`src/rtl/fnd_scan_controller.sv`:
```
// Four-digit common-anode FND scan controller: shares one segment bus across
// four digits, with a frame-start snapshot of the count and a blank guard per slot.
module fnd_scan_controller #(
  parameter int SCAN_DIV = 100_000,
  parameter int GUARD    = 2
) (
  input  logic        clk,
  input  logic        rst,
  input  logic [13:0] count_in,
  input  logic        blank_lz,
  input  logic [3:0]  dp_mask,
  output logic [3:0]  fnd_com,
  output logic [7:0]  fnd_data
);

  localparam int              PW         = (SCAN_DIV > 1) ? $clog2(SCAN_DIV) : 1;
  localparam logic [PW-1:0]   PRE_LAST   = PW'(SCAN_DIV - 1);
  localparam int              GW         = (GUARD > 1) ? $clog2(GUARD) : 1;
  localparam logic [GW-1:0]   GUARD_LAST = GW'((GUARD > 0) ? GUARD - 1 : 0);
  localparam logic [13:0]     MAX_VALUE  = 14'd9999;

  // S_IDLE covers the span between reset release and the first slot tick.
  typedef enum logic [1:0] {
    S_IDLE  = 2'd0,
    S_BLANK = 2'd1,
    S_DRIVE = 2'd2
  } state_t;

  state_t        state;
  state_t        state_n;
  logic [GW-1:0] guard_cnt;
  logic [GW-1:0] guard_n;
  logic [PW-1:0] prescaler;
  logic          slot_tick;
  logic [1:0]    digit_sel;
  logic [1:0]    sel_n;
  logic [13:0]   snapshot;
  logic [13:0]   clamped;
  logic [13:0]   snap_src;
  logic [15:0]   bcd;
  logic [3:0]    dig [4];
  logic          zero_blank [4];
  logic [3:0]    cur_dig;
  logic          cur_blank;
  logic [7:0]    data_n;
  logic [3:0]    com_n;

  // Binary to packed BCD (shift-and-add-3), enough for values up to 9999.
  function automatic logic [15:0] to_bcd(input logic [13:0] bin);
    logic [29:0] sh;
    sh = {16'd0, bin};
    for (int i = 0; i < 14; i++) begin
      for (int d = 0; d < 4; d++) begin
        if (sh[14 + 4*d +: 4] > 4'd4) begin
          sh[14 + 4*d +: 4] = sh[14 + 4*d +: 4] + 4'd3;
        end
      end
      sh = sh << 1;
    end
    return sh[29:14];
  endfunction

  // Active-low g..a pattern for one decimal digit.
  function automatic logic [6:0] seg7(input logic [3:0] d);
    logic [6:0] s;
    case (d)
      4'd0:    s = 7'h40;
      4'd1:    s = 7'h79;
      4'd2:    s = 7'h24;
      4'd3:    s = 7'h30;
      4'd4:    s = 7'h19;
      4'd5:    s = 7'h12;
      4'd6:    s = 7'h02;
      4'd7:    s = 7'h78;
      4'd8:    s = 7'h00;
      4'd9:    s = 7'h10;
      default: s = 7'h7F;
    endcase
    return s;
  endfunction

  assign slot_tick = (prescaler == PRE_LAST);

  always_ff @(posedge clk or posedge rst) begin
    if (rst) begin
      prescaler <= '0;
    end else if (slot_tick) begin
      prescaler <= '0;
    end else begin
      prescaler <= prescaler + PW'(1);
    end
  end

  // Digit content for the slot about to start; at frame start it comes from the
  // freshly clamped count so the ones digit is never a frame behind.
  always_comb begin
    sel_n    = digit_sel + 2'd1;
    clamped  = (count_in > MAX_VALUE) ? MAX_VALUE : count_in;
    snap_src = (sel_n == 2'd0) ? clamped : snapshot;
    bcd      = to_bcd(snap_src);
    dig[0]   = bcd[3:0];
    dig[1]   = bcd[7:4];
    dig[2]   = bcd[11:8];
    dig[3]   = bcd[15:12];
    zero_blank[3] = blank_lz && (dig[3] == 4'd0);
    zero_blank[2] = zero_blank[3] && (dig[2] == 4'd0);
    zero_blank[1] = zero_blank[2] && (dig[1] == 4'd0);
    zero_blank[0] = 1'b0;
    cur_dig   = dig[sel_n];
    cur_blank = zero_blank[sel_n];
    data_n    = {~dp_mask[sel_n], cur_blank ? 7'h7F : seg7(cur_dig)};
  end

  always_ff @(posedge clk or posedge rst) begin
    if (rst) begin
      digit_sel <= 2'd3;
      snapshot  <= '0;
      fnd_data  <= 8'hFF;
    end else if (slot_tick) begin
      digit_sel <= sel_n;
      snapshot  <= snap_src;
      fnd_data  <= data_n;
    end
  end

  always_ff @(posedge clk or posedge rst) begin
    if (rst) begin
      state     <= S_IDLE;
      guard_cnt <= '0;
      fnd_com   <= 4'b1111;
    end else begin
      state     <= state_n;
      guard_cnt <= guard_n;
      fnd_com   <= com_n;
    end
  end

  always_comb begin
    state_n = state;
    guard_n = guard_cnt;
    com_n   = fnd_com;
    if (slot_tick) begin
      guard_n = '0;
      if (GUARD == 0) begin
        state_n = S_DRIVE;
        com_n   = ~(4'b0001 << sel_n);
      end else begin
        state_n = S_BLANK;
        com_n   = 4'b1111;
      end
    end else begin
      case (state)
        S_BLANK: begin
          com_n = 4'b1111;
          if (guard_cnt == GUARD_LAST) begin
            state_n = S_DRIVE;
            com_n   = ~(4'b0001 << digit_sel);
          end else begin
            guard_n = guard_cnt + GW'(1);
          end
        end
        S_DRIVE: com_n = ~(4'b0001 << digit_sel);
        default: com_n = 4'b1111;
      endcase
    end
  end

endmodule
```
`config.mk`:
```
export PLATFORM = sky130hd
export DESIGN_NAME = fnd_scan_controller
export DESIGN_NICKNAME = d
export VERILOG_FILES = /design/src/rtl/fnd_scan_controller.sv
export SDC_FILE = /design/constraint.sdc
export NUM_CORES = 1
export LEC_CHECK = 0
export CAP_MARGIN = 5
export CORE_MARGIN = 5
export CORE_UTILIZATION = 45
export DETAILED_ROUTE_END_ITERATION = 6
export DONT_BUFFER_PORTS = 1
export PLACE_DENSITY_LB_ADDON = 0.15
export SYNTH_ARGS = -nofsm -noshare
export SYNTH_HDL_FRONTEND = slang
export SYNTH_SLANG_ARGS = --single-unit
```
`constraint.sdc`:
```
create_clock -name clk -period 11.15 [get_ports clk]
set_input_delay 0.5575 -clock clk [delete_from_list [all_inputs] [get_ports clk]]
set_output_delay 0.5575 -clock clk [all_outputs]
set_load 0.05 [all_outputs]
```
-- After elaboration in Yosys (flattened, before gate mapping)
Memory sizes are Yosys's and may differ from the RTL's.
Cells that the tools add are included.
- output and inout bits: 12
- register bits: 48
- bits in read-only memories: 112
- bits of input ports: 21
- memories: 1
- memory list (name ; depth ; width ; rd ports ; clocked after memory_dff ; wr ports ; RTL line ; source):
    (no name shown) ; 16 ; 7 ; 1 ; 0 ; 0 ; 66 ; case (d)
- add/sub/neg operators: 49
- mux-type cells: 67
- bitwise gates (word level): 3
- equality and inequality tests: 3
- shift-type cells: 1
- reduce and logical (&&, ||, !) cells: 10
- order comparisons: 49
- operator list (kind ; count):
    4-bit by 3-bit greater-than comparator with 1-bit output, second input constant ; 42
    4-bit 2-to-1 mux ; 37
    4-bit by 2-bit adder with 4-bit output, second input constant ; 33
    3-bit 2-to-1 mux ; 13
    14-bit 2-to-1 mux ; 2
    3-bit by 2-bit adder with 3-bit output, second input constant ; 9
    17-bit by 1-bit adder with 17-bit output, second input constant ; 1
    17-bit == test, second input constant ; 1
    17-bit 2-to-1 mux ; 1
    14-bit greater-than comparator, second input constant ; 1
    4-bit logical NOT ; 3
    1-bit by 2-bit adder with 3-bit output, both inputs constant ; 3
    1-bit by 3-bit greater-than comparator with 1-bit output, both inputs constant ; 3
    4-bit binary-select mux with 2-bit select ; 1
    4-bit one-hot mux with 2 select lines ; 1
    7-bit 2-to-1 mux ; 1
    1-bit 2-to-1 mux ; 6
    2-bit 2-to-1 mux ; 3
    1-bit binary-select mux with 2-bit select ; 2
    4-bit inverter ; 1
    2-bit nonzero test ; 2
    1-bit by 2-bit left shift with 4-bit output, first input constant ; 1
    1-bit by 2-bit adder with 3-bit output, second input constant ; 1
    3-bit >= comparator, second input constant ; 1
    11 further kinds ; 13

-- Depth between registers and ports, before layout
- depth in word-level cells: 37
- gate-level depth with buffers: 46
- mapped depth without buffers: 41

-- Worst setup path after synthesis
No wires, ideal clock.
- path type: flip-flop to flip-flop
- start point: register digit_sel[1]
- end point: register fnd_data[2]
- path buffers: 5
- setup time: 73 ps
- data arrival time: 9079 ps
- cell stages (with the launch flop): 43
- clock period less this slack: 9152 ps
- slack: 1998 ps
- cell sequence: dfstp_2 > ha_1 > buf_6 > buf_2 > buf_1 > mux2_2 > ha_1 > buf_2 > mux2_2 > xnor3_1 > a32oi_1 > o22ai_1 > a31o_2 > o21ai_1 > a21oi_1 > o221ai_1 > nand4_1 > inv_2 > [7 not listed] > o21a_1 > a31oi_1 > o22ai_1 > nor2_1 > ha_1 > nor2_1 > and3_1 > a311oi_2 > nand3_2 > xor2_1 > ha_1 > a2bb2oi_2 > mux2_1 > nor4_1 > o211ai_1 > a211oi_2 > a2111oi_4 > a21oi_1
- longest elaborated chain between the ends: 37
- ends and longest elaborated chain (element ; RTL line ; source):
    from (decl) ; 35 ; logic [1:0] digit_sel;
    from (signal assigned) ; 120 ; digit_sel <= sel_n;
    2-bit by 1-bit adder with 2-bit output (*) ; 97 ; sel_n = digit_sel + 2'd1;
    branches (longest 35 deep; another with 4-bit by 2-bit adder with 4-bit output) ; -- ;
    7-bit 2-to-1 mux (*) ; 111 ; data_n = {~dp_mask[sel_n], cur_blank ? 7'h7F : seg7(cur_dig)};
    to (signal assigned) ; 122 ; fnd_data <= data_n;
    to (decl) ; 13 ; output logic [7:0] fnd_data
Mark *: on every way between the ends. The select of a mux whose other input is x is not followed.
A chain may end at the register's enable or synchronous reset.

-- Worst setup path after layout
- start point: register digit_sel[0]
- end point: register fnd_data[0]
Same word-level chain as after synthesis.

==> impl_metrics.json <==
{
  "final_cell_mix": "nand2_1, nor2_1, o21ai_0",
  "clk-insertion-delay-late_ns": 0.29,
  "final_area_sq_um": 7650,
  "cpMostUsedCell": "ha_1",
  "buffer_ports.inserted": 0,
  "postCtsSetupBuffers": 0,
  "hpwl_um": 15000,
  "drc_errors": 0,
  "crit_path_top_delay_cell": "dfstp_2",
  "synth_cell_type_count": 117,
  "cts_max_level": 2,
  "p_leak_uw": 0.00280,
  "rows": 46,
  "layout_setup_ws_ns": 0.983,
  "status": "finished, final reports clean",
  "gp_congestion": 0.905,
  "avgSynthCellArea_sq_um": 7.85,
  "area_growth_syn_to_layout_pct": 3.93,
  "fin_nets": 966,
  "drive_gt1_share_pct": 14.0,
  "clock_sinks": 48,
  "postSynthCellCount": 938,
  "synth_nets": 991,
  "wl_um": 19800,
  "chipWidth_um": 138,
  "cts_tree": "built",
  "post-route-min-period_ns": 10.17,
  "start_util_pct": 46.2,
  "cts_root_buf": "clkbuf_16",
  "layout_commonest_cell": "nand2_1",
  "yosys_most_used_dff": "dfrtp_1",
  "synthArstFlopShare_pct": 100,
  "viasPerCell": 6.46,
  "cts_made_buffers": 5,
  "synth-edff-count": 0,
  "cp_data_required_time_ns": 11.35,
  "core-area_sq_um": 15900,
  "max_stage_delay_ns": 0.69,
  "place_area_sq_um": 7480,
  "critPathKind": "reg2reg",
  "antenna_found_initial": 0,
  "vias": 7303,
  "max_clock_freq_ghz": 0.0984,
  "dpl_worst_slack_ns": 0.689,
  "setup_viol_count_final": 0,
  "die_h_um": 138,
  "grt_pass1_wl_um": 32300,
  "ant_nets": 0,
  "first_iter_violations": 608,
  "grt_pass1_vias": 6370,
  "slew_viol_final": 0,
  "slew_headroom_pct": 32.7,
  "grt_setup_unrepaired": "no",
  "power.density_nw_per_um2": 44.4,
  "num_io_pins": 33,
  "gr-total-overflow": 0,
  "multi_input_area_sq_um": 5840,
  "maxCapViolations": 0,
  "antennaDiodeCount": 0,
  "finalSetupTns_ns": 0,
  "seqCellArea_sq_um": 1220,
  "yosysWarnings": 0,
  "holdWs_ns": 0.385,
  "end_kind": "flop",
  "fillCellCount": 1598,
  "grt_usage_pct": 20.1,
  "worstPathArrival_ns": 10.37,
  "synth.cell_area_sq_um": 7360,
  "dr.pass1.iters": 5,
  "crit_fanout": 13,
  "finalHoldViolCount": 0,
  "max-clock-path-buffers": 2,
  "hold_class": "in2async",
  "skew_ns": 0.00817,
  "post_drt_wl_per_cell_um": 17.5,
  "final.period_utilization_pct": 91.2,
  "ir_worst_vdd_mv": 0.0991,
  "grt_max_degree": 49,
  "rr_worst_depth": 42,
  "tightest_slew_ns": 1.01,
  "crit_path_start_kind": "flop",
  "ys_seq_area_share_pct": 16.6,
  "clk_pin_slew_ns": 0.07,
  "floorplan.die_area_sq_um": 19000,
  "ys_ff_latch": 48
}
==> registers in the layout, summed over array words and instances (netlist names) <==
| register | count |
|---|---|
| prescaler | 17 |
| digit_sel | 2 |
| fnd_data | 8 |
| snapshot | 14 |
| guard_cnt | 1 |
| state | 2 |
| fnd_com | 4 |
==> per-layer routing <==
| metal | track usage (%) | vias to the layer above | routed length [um] |
|---|---|---|---|
| met2 | 31.7 | 258 | 8830 |
| met1 | 30.3 | 3449 | 9660 |
| li1 | - | 3573 | - |
| met3 | 1.89 | 23 | 1090 |
| met5 | 0 | - | 0 |
| met4 | 3.35 | 0 | 227 |
==> layout make-up <==
| type | count | share of cell area, % |
|---|---|---|
| Clock inverter | 1 | 0.0981 |
| Tap cell | 216 | 3.53 |
| Timing Repair Buffer | 8 | 0.785 |
| Clock buffer | 7 | 1.86 |
| Inverter | 29 | 1.42 |
| Sequential cell | 48 | 15.9 |
| Multi-Input combinational cell | 821 | 76.4 |
==> cells in the mapped netlist (all sizes together), types with 11 or more instances <==
| cell | count | share of area [%] |
|---|---|---|
| nand2 | 106 | 5.6 |
| nor2 | 98 | 5.6 |
| o21ai | 64 | 4.4 |
| a21oi | 56 | 4.2 |
| nor3 | 37 | 2.9 |
| nand3 | 35 | 2.7 |
| dfrtp | 34 | 12 |
| ha | 32 | 5.4 |
| inv | 28 | 1.4 |
| a31oi | 27 | 2.8 |
| buf | 26 | 2.2 |
| xnor2 | 25 | 3.0 |
| o211ai | 23 | 2.9 |
| mux2i | 22 | 3.3 |
| nand4 | 19 | 1.6 |
| a211oi | 15 | 1.8 |
| o22ai | 15 | 1.4 |
| clkbuf | 14 | 0.71 |
| dfstp | 14 | 5.0 |
| xor2 | 13 | 1.5 |
| a21o | 11 | 1.1 |
| and3 | 11 | 0.93 |
| mux2 | 11 | 1.8 |
==> power breakdown <==
part	leakage (uW)	switching [uW]	internal (uW)
Clock	0.0000701	63.5	89.4
Combinational	0.00220	5.04	1.84
Sequential	0.000534	4.06	176
Total	0.00280	72.6	267
==> worst max-delay path, delay by kind of cell (launching register included) <==
family | cells | cell delay (ns)
compound gates | 15 | 3.71
xor+xnor | 2 | 0.51
fa+ha+maj | 6 | 1.58
buf+inv | 5 | 0.57
flops | 1 | 0.69
mux | 1 | 0.44
simple gates | 13 | 2.54
==> stage by stage <==
stage / std cells / util, % / total power (uW)
3_3_place_gp: 1122 / 46.9 / 190
2_1_floorplan: 938 / - / 189
5_1_grt: 1130 / 48.0 / 351
3_5_place_dp: 1122 / 46.9 / 190
6_report: 1130 / 48.0 / 340
4_1_cts: 1130 / 47.9 / 344
==> final timing paths <==
| path | from | endpoint | slack [ns] |
|---|---|---|---|
| min reg2reg | snapshot[4] | snapshot[4] | 0.48 |
| max | digit_sel[0] | fnd_data[0] | 0.98 |
| max reg2reg | digit_sel[0] | fnd_data[0] | 0.98 |
| max in group asynchronous | rst | snapshot[5] | 10.14 |
| min in group clk | count_in[11] | snapshot[11] | 0.42 |
| min | rst | prescaler[13] | 0.38 |
==> cells by family (layout without fill, tap and decap cells) <==
kind of cell / after synthesis / after routing / share of synthesized area (%)
adders and majority gates: 33 / 33 / 5.57
and+or+nand+nor: 375 / 375 / 26.5
buffers and inverters: 69 / 45 / 4.35
xor gates and xnor gates: 42 / 42 / 5.74
AOI/OAI and AO/OA: 337 / 337 / 35.9
DFF: 48 / 48 / 16.6
muxes: 34 / 34 / 5.35
==> repair_timing <==
| action | CTS | global route |
|---|---|---|
| resized for setup | 0 | 4 |
| endpoints found under the setup margin | 0 | 7 |
| hold buffers | 0 | 0 |
No activity file was read; power rests on OpenSTA's default activity.
